[config.mk]
export PLATFORM = sky130hd
export DESIGN_NAME = dds_sweep_ctrl
export DESIGN_NICKNAME = d
export VERILOG_FILES = /design/src/rtl/dds_pkg.sv /design/src/rtl/dds_sweep_ctrl_dwell_timer.sv /design/src/rtl/dds_sweep_ctrl.sv
export SDC_FILE = /design/constraint.sdc
export NUM_CORES = 1
export LEC_CHECK = 0
export BUFFER_PORTS_ARGS = -buffer_cell sky130_fd_sc_hd__buf_4
export CELL_PAD_IN_SITES_DETAIL_PLACEMENT = 0
export CELL_PAD_IN_SITES_GLOBAL_PLACEMENT = 1
export CORE_MARGIN = 1
export CORE_UTILIZATION = 46
export CTS_CLUSTER_DIAMETER = 50
export DETAILED_ROUTE_END_ITERATION = 16
export GPL_ROUTABILITY_DRIVEN = 0
export PLACE_DENSITY_LB_ADDON = 0.1
export SLEW_MARGIN = 20
export SYNTH_ARGS = -nofsm -noshare
export SYNTH_HDL_FRONTEND = slang
export SYNTH_SLANG_ARGS = --single-unit
[constraint.sdc]
create_clock -name sys_clk -period 4.3 [get_ports sys_clk]
set_input_delay 0.43 -clock sys_clk [delete_from_list [all_inputs] [get_ports sys_clk]]
set_output_delay 0.43 -clock sys_clk [all_outputs]
set_load 0.01 [all_outputs]
[src/rtl/dds_pkg.sv]
// Constants shared by the DDS sweep controller and the phase accumulator, plus the
// sweep controller state encoding.
package dds_pkg;

  localparam int          DDS_FW_WIDTH     = 32;
  localparam logic [31:0] DDS_F_MIN        = 32'd86;
  localparam logic [31:0] DDS_F_MAX        = 32'd858994;
  localparam logic [31:0] DDS_F_STEP       = 32'd859;
  localparam int          DDS_DWELL_CYCLES = 50_000;

  typedef enum logic [1:0] {
    ST_IDLE,
    ST_PUSH,
    ST_DWELL,
    ST_STEP
  } sweep_state_t;

  // Counter width that still holds n-1, never narrower than one bit.
  function automatic int cnt_width(input int n);
    return (n > 1) ? $clog2(n) : 1;
  endfunction

endpackage

[src/rtl/dds_sweep_ctrl_dwell_timer.sv]
// Dwell counter for one sweep point: counts 0..DWELL_CYCLES-1 while enabled,
// expire flags the terminal count; clear forces the count back to zero.
module dwell_timer
  import dds_pkg::*;
#(
  parameter int DWELL_CYCLES = DDS_DWELL_CYCLES
) (
  input  logic sys_clk,
  input  logic sys_rst_n,
  input  logic clear,
  input  logic enable,
  output logic expire
);

  localparam int            CW   = cnt_width(DWELL_CYCLES);
  localparam logic [CW-1:0] LAST = CW'(DWELL_CYCLES - 1);

  logic [CW-1:0] count;

  assign expire = enable && (count == LAST);

  always_ff @(posedge sys_clk or negedge sys_rst_n) begin
    if (!sys_rst_n) begin
      count <= '0;
    end else if (clear || expire) begin
      count <= '0;
    end else if (enable) begin
      count <= count + CW'(1);
    end
  end

endmodule

[src/rtl/dds_sweep_ctrl.sv]
// DDS frequency sweep/step controller: turns key flags into tuning words and hands each new
// word to the phase accumulator over valid/ready; automatic sweep dwells at every point.
module dds_sweep_ctrl
  import dds_pkg::*;
#(
  parameter int                  FW_WIDTH     = DDS_FW_WIDTH,
  parameter logic [FW_WIDTH-1:0] F_MIN        = FW_WIDTH'(DDS_F_MIN),
  parameter logic [FW_WIDTH-1:0] F_MAX        = FW_WIDTH'(DDS_F_MAX),
  parameter logic [FW_WIDTH-1:0] F_STEP       = FW_WIDTH'(DDS_F_STEP),
  parameter int                  DWELL_CYCLES = DDS_DWELL_CYCLES
) (
  input  logic                sys_clk,
  input  logic                sys_rst_n,
  input  logic                start_flag,
  input  logic                stop_flag,
  input  logic                up_flag,
  input  logic                dn_flag,
  input  logic                sweep_down,
  input  logic                loop_en,
  input  logic                cfg_ready,
  output logic [FW_WIDTH-1:0] freq_word,
  output logic                cfg_valid,
  output logic                sweeping,
  output logic                sweep_done
);

  sweep_state_t        state, state_nxt, ret, ret_nxt;
  logic [FW_WIDTH-1:0] word_nxt;
  logic                valid_nxt, done_nxt;
  logic                dir, dir_nxt;
  logic                stop_pend, stop_pend_nxt;
  logic                dwell_exp;

  // One extra bit so stepping past either end of the range is detected instead of wrapping.
  logic [FW_WIDTH:0]   inc, dec;
  logic                up_over, dn_under;
  logic [FW_WIDTH-1:0] up_clamp, dn_clamp, start_word;

  assign inc        = {1'b0, freq_word} + {1'b0, F_STEP};
  assign dec        = {1'b0, freq_word} - {1'b0, F_STEP};
  assign up_over    = inc > {1'b0, F_MAX};
  assign dn_under   = dec[FW_WIDTH] || (dec < {1'b0, F_MIN});
  assign up_clamp   = up_over  ? F_MAX : inc[FW_WIDTH-1:0];
  assign dn_clamp   = dn_under ? F_MIN : dec[FW_WIDTH-1:0];
  assign start_word = dir ? F_MAX : F_MIN;

  dwell_timer #(
    .DWELL_CYCLES(DWELL_CYCLES)
  ) u_dwell (
    .sys_clk  (sys_clk),
    .sys_rst_n(sys_rst_n),
    .clear    (state != ST_DWELL),
    .enable   (state == ST_DWELL),
    .expire   (dwell_exp)
  );

  always_comb begin
    state_nxt     = state;
    ret_nxt       = ret;
    word_nxt      = freq_word;
    valid_nxt     = cfg_valid;
    done_nxt      = 1'b0;
    dir_nxt       = dir;
    stop_pend_nxt = stop_pend;
    case (state)
      ST_IDLE: begin
        if (!stop_flag) begin
          if (start_flag) begin
            dir_nxt   = sweep_down;
            word_nxt  = sweep_down ? F_MAX : F_MIN;
            valid_nxt = 1'b1;
            state_nxt = ST_PUSH;
            ret_nxt   = ST_DWELL;
          end else if (up_flag || dn_flag) begin
            word_nxt  = up_flag ? up_clamp : dn_clamp;
            valid_nxt = 1'b1;
            state_nxt = ST_PUSH;
            ret_nxt   = ST_IDLE;
          end
        end
      end
      ST_PUSH: begin
        // A stop arriving mid-transfer waits for the handshake; valid is never withdrawn.
        if (cfg_ready) begin
          valid_nxt     = 1'b0;
          stop_pend_nxt = 1'b0;
          state_nxt     = (stop_pend || stop_flag) ? ST_IDLE : ret;
        end else if (stop_flag) begin
          stop_pend_nxt = 1'b1;
        end
      end
      ST_DWELL: begin
        if (stop_flag) begin
          state_nxt = ST_IDLE;
        end else if (dwell_exp) begin
          state_nxt = ST_STEP;
        end
      end
      ST_STEP: begin
        if (stop_flag) begin
          state_nxt = ST_IDLE;
        end else if (dir ? dn_under : up_over) begin
          if (loop_en) begin
            word_nxt  = start_word;
            valid_nxt = 1'b1;
            state_nxt = ST_PUSH;
            ret_nxt   = ST_DWELL;
          end else begin
            done_nxt  = 1'b1;
            state_nxt = ST_IDLE;
          end
        end else begin
          word_nxt  = dir ? dec[FW_WIDTH-1:0] : inc[FW_WIDTH-1:0];
          valid_nxt = 1'b1;
          state_nxt = ST_PUSH;
          ret_nxt   = ST_DWELL;
        end
      end
      default: begin
        state_nxt = ST_IDLE;
        valid_nxt = 1'b0;
      end
    endcase
  end

  always_ff @(posedge sys_clk or negedge sys_rst_n) begin
    if (!sys_rst_n) begin
      state      <= ST_IDLE;
      ret        <= ST_IDLE;
      freq_word  <= F_MIN;
      cfg_valid  <= 1'b0;
      sweeping   <= 1'b0;
      sweep_done <= 1'b0;
      dir        <= 1'b0;
      stop_pend  <= 1'b0;
    end else begin
      state      <= state_nxt;
      ret        <= ret_nxt;
      freq_word  <= word_nxt;
      cfg_valid  <= valid_nxt;
      sweeping   <= (state_nxt != ST_IDLE);
      sweep_done <= done_nxt;
      dir        <= dir_nxt;
      stop_pend  <= stop_pend_nxt;
    end
  end

endmodule
# Word level (Yosys, flattened, before mapping)
# Index checks and enable logic that the tools add are counted.
# word_totals
memories	0
mem_bits_ro	0
in_bits	9
latchBits	0
reg_bits	57
mem_bits_rw	0
output_inout_bits	35
# op_classes
n_reduce_logical	15
n_eq_ne	10
bitwise	1
shifts	0
div	0
mux	48
n_mul	0
magnitude_cmp	2
n_addsub	3
# op_table
op	n
$mux 32	10
$pmux 32 s2	1
$mux 20	2
$add 32x10->33 const B	1
$gt 33x20->1 const B	1
$lt 33x7->1 const B	1
$sub 32x10->33 const B	1
$mux 16	2
$mux 2	15
$add 16x1->16 const B	1
$eq 16x16->1 const B	1
$mux 1	15
$ne 2x2->1 const B	4
$pmux 2 s4	1
$reduce_bool 2->1	4
$ne 3x3->1 const B	2
$reduce_and 6->1	1
$reduce_and 5->1	1
$eq 2x2->1 const B	2
$logic_or 1x1->1	4
$pmux 2 s2	1
$pmux 1 s3	1
$reduce_and 3->1	1
$reduce_bool 3->1	1
5 further kinds	5

# Longest topological paths before layout
# depth
ltp_word	9
ltp_mapped	15
depth_no_buf	12

# By module
# A second synthesis with hierarchy kept.
# hier_totals
cells_unflattened	670
hier_area_um2	5255.0
# by_module_without_submodules
mod	instances	area_per_inst_um2	seq_area_each_um2	cells_each
dds_sweep_ctrl	1	4403.0	1006.0	586
dwell_timer	1	852.1	400.4	84

# Least setup slack after synthesis
# OpenSTA, ideal clock, no wires.
# synth_timing
kind	register to register
startpoint	register freq_word[0]
endpoint	register freq_word[6]
stages_incl_launch_ff	14
setup_slack_ns	0.663
arrival_time_ns	3.555
setup_ns	0.082
path_buffers	2
cell_sequence	dfrtp_1 -> ha_1 -> o211a_1 -> o311a_4 -> or3_4 -> xnor2_1 -> a2111oi_2 -> nand4_4 -> a31oi_4 -> o221a_2 -> buf_6 -> buf_6 -> nor2_1 -> a211o_1
# synth_via
elab_chain_cells	9
elab_cells_between_ends	18
classes_between	2 x add/sub; 2 x order compare; 1 x eq/ne; 11 x mux; 2 x reduce/logical
# synth_rtl
item	line_no	source
from (decl)	dds_sweep_ctrl.sv:21	output logic [FW_WIDTH-1:0] freq_word,
from (signal assigned)	dds_sweep_ctrl.sv:139	freq_word <= word_nxt;
$sub 32x10->33	dds_sweep_ctrl.sv:40	assign dec = {1'b0, freq_word} - {1'b0, F_STEP};
$lt 33x7->1	dds_sweep_ctrl.sv:42	assign dn_under = dec[FW_WIDTH] || (dec < {1'b0, F_MIN});
$logic_or 1x1->1	dds_sweep_ctrl.sv:42	
$mux 32	dds_sweep_ctrl.sv:44	assign dn_clamp = dn_under ? F_MIN : dec[FW_WIDTH-1:0];
$mux 32	dds_sweep_ctrl.sv:75	word_nxt = up_flag ? up_clamp : dn_clamp;
$mux 32	dds_sweep_ctrl.sv:74	end else if (up_flag || dn_flag) begin
$mux 32	dds_sweep_ctrl.sv:68	if (start_flag) begin
$mux 32	dds_sweep_ctrl.sv:67	if (!stop_flag) begin
$pmux 32 s2	dds_sweep_ctrl.sv:65	case (state)
# Several ways; a longest one is shown, not always the timed one. The select of a mux whose other input is x is not followed.
# A chain may end at the register's enable or synchronous reset.

# Worst setup path in the final report
# layout_timing
startpoint	register freq_word[1]
endpoint	register freq_word[3]
# The elaborated chain is that of the path after synthesis.

==> impl_metrics.yaml <==
placement:
  place_area_um2: 5607
  dp_hpwl_um: 12480
  port_buffers: 43
  dp_slack_ns: 0.1611
logic_synthesis:
  synth-seq-cells: 56
  synth-seq-area-share_pct: 27.41
  syn_area_um2: 5131
  synth_enable_flop_cells: 0
  synth.distinct_cells: 89
  netlist_instances: 658
  syn_area_per_cell_um2: 7.798
  async_flop_share_pct: 100.0
  syn-num-nets: 671
  synth_ff_type: "dfrtp_1"
  yosysWarnings: 0
routing:
  drc_errors: 0
  drt_iter0_drc: 607
  first_pass_iters: 6
  wl_per_cell_um: 20.71
  final_antenna_net_count: 0
  via_per_inst: 6.547
  drt-total-wl_um: 17080
  vias: 5401
clocking:
  numCtsBuffers: 5
  clockBufferDepth: 2
  clk-insertion-delay-late_ns: 0.33
  hold_buffers: 0
  clock_sinks: 56
  cts_tree: "done"
  cts_root_buf: "clkbuf_8"
  h-tree-depth: 2
  path_clk_slew_ns: 0.12
  cts_setup_buffers: 0
floorplanning:
  core_um2: 10840
  rows: 38
  dieArea_um2: 11580
  die_w_um: 107.6
  ioPinCount: 44
  die_height_um: 107.6
  start_util_pct: 47.33
setup_path:
  regToRegStartpoint: "freq_word[1]"
  required_ns: 4.54
  worstRegToRegCells: 13
  critical_path_class: "flip-flop to flip-flop"
  worstPathCellList: "inv_1, ha_1, nand2b_1, a21o_1, a21boi_0, o2111a_1, o2111ai_1, nor3_2, o31ai_4, buf_4, a2111oi_0, o31ai_1, a2bb2oi_1"
  startpoint: "freq_word[1]"
  endpoint_kind: "flip-flop"
  r2r_slack_ns: 0.21
  worstReg2RegEnd: "freq_word[3]"
  cp_max_fo: 16
  max_stage_delay_ns: 0.65
  start_kind: "flip-flop"
  cpMaxStageDelayCell: "dfstp_2"
  crit_end: "freq_word[3]"
  cp.arrival_ns: 4.33
pwr:
  p_per_area_nw_per_um2: 678.0
  internal_power_w: 0.001772
  p_clk_share_pct: 8.3
  switching_share_pct: 54.34
  p_seq_share_pct: 24.9
  p_total_w: 0.003880
  switchingPower_w: 0.002109
  pwr-share-comb_pct: 66.7
  p_leak_nw: 2.238
  peakVddDrop_mv: 0.3606
global_route:
  grt_pass1_vias: 5055
  antenna_found_initial: 0
  gr-usage-all-layers_pct: 30.35
  overflow: 0
  grt_max_degree: 57
  grt_pass1_wl_um: 27270
final_layout:
  fin_nets: 697
  drive_above_1_share_pct: 17.23
  final_util_pct: 52.79
  antenna_cells: 0
  final_cell_mix: "nor2_1, buf_4, nand2_1, dfrtp_1, a21oi_1"
  area_growth_pct: 11.53
  fin_area_um2: 5723
job:
  maxCapViolCount: 0
timing:
  fin_worst_skew_ns: 0.01363
  max_clock_freq_ghz: 0.2445
  period_minus_slack_ns: 4.090
  slew_headroom_pct: 47.92
  rsz0062_at_grt: "no"
  setup_slack_ns: 0.2102
  tns_ns: 0
  finalSetupViolCount: 0
  fin_crit_sh_pct: 95.11
  finalHoldViolations: 0
  worst_pin_slew_ns: 0.7813
  slew_viol_final: 0
min_path:
  hold_path.class: "input pin to async pin"
status:
  status: "finished, final reports clean"
-- per-layer routing --
layer	global-route usage (%)	part of all wire [%]
met4	9.198	2.1
met5	0	0
met2	47.34	45
met3	4.964	7.2
met1	42.77	45
-- power by group through the flow --
stage | clock network (W) | logic [W] | registers (W)
after global routing | 0.000352 | 0.00279 | 0.000992
after detailed placement | 0 | 0.00250 | 0.000965
after floorplan | 0 | 0.00181 | 0.000817
after global placement | 0 | 0.00248 | 0.000961
after CTS | 0.000329 | 0.00251 | 0.000954
final | 0.000323 | 0.00259 | 0.000967
-- flip-flops by register name, summed over array words and instances (netlist names) --
register       flops
freq_word         32
u_dwell.count     16
state              2
cfg_valid          1
dir                1
ret                1
stop_pend          1
sweep_done         1
sweeping           1
-- cells in the mapped netlist (4+ instances only) --
cell	number	area, um2
nor2_1	73	274.0
nand2_1	54	202.7
dfrtp_1	52	1301
a21oi_1	35	175.2
clkbuf_1	33	123.9
nand3_1	27	135.1
o21ai_0	24	120.1
nor3_1	22	110.1
xnor2_1	20	175.2
xor2_1	18	157.7
o21ai_1	16	80.08
and3_1	15	93.84
buf_2	15	75.07
nand2b_1	15	93.84
a211oi_1	14	105.1
inv_1	14	52.55
nor4_1	14	87.58
a31oi_1	13	81.33
nand4_1	11	68.82
o22ai_1	9	56.30
and2_1	8	50.05
o211ai_1	7	52.55
o31ai_1	6	45.04
a221oi_1	5	43.79
a211o_1	4	35.03
a21o_1	4	30.03
a21oi_2	4	35.03
a22oi_1	4	30.03
a311oi_1	4	35.03
and4_1	4	35.03
dfstp_2	4	105.1
ha_1	4	50.05
nor2b_1	4	25.02
nor3b_1	4	30.03
o21a_1	4	30.03
-- what timing repair did --
action                                  CTS  global route
gates resized for setup                   0             3
endpoints found under the setup margin    0             6
endpoints found under the hold margin     0             0
-- how the worst min path moves through the flow --
stage                     depth (start not counted)             start                to
after floorplan                                   0         sys_rst_n         cfg_valid
after global placement                            1  u_dwell.count[0]  u_dwell.count[0]
after detailed placement                          2            ret[1]            ret[1]
after CTS                                         1         sys_rst_n     freq_word[30]
after global routing                              1         sys_rst_n     freq_word[21]
final                                             1         sys_rst_n     freq_word[21]
-- area by class of cell --
type / instances / area, um2
Inverter: 14 / 52.55
Fill cell: 1106 / 5117
Clock inverter: 3 / 25.02
Tap cell: 140 / 175.2
Clock buffer: 5 / 68.82
Sequential cell: 56 / 1406
Timing Repair Buffer: 73 / 548.0
Multi-Input combinational cell: 534 / 3447
-- cells by family after synthesis --
kind of cell    after synthesis  share of synthesized area (%)
compound gates              203                          28.51
xor+xnor                     38                          6.486
fa+ha+maj                     4                         0.9754
buf+inv                      68                          5.852
flops                        56                          27.41
mux                           3                         0.6096
simple gates                286                          30.16
-- critical path: cells and delay by family (launching register included) --
family,cells,cell delay [ns]
compound gates,8,1.93
fa+ha+maj,1,0.26
buf+inv,2,0.34
flops,1,0.65
simple gates,2,0.83
-- metrics by stage --
step	hold slack, ns	cells
3_5_place_dp	0.4787	817
5_1_grt	0.2115	825
3_3_place_gp	0.4462	817
2_1_floorplan	0.1344	658
6_report	0.1474	825
4_1_cts	0.1962	825
Note: power is estimated with default switching activity, not from simulation.
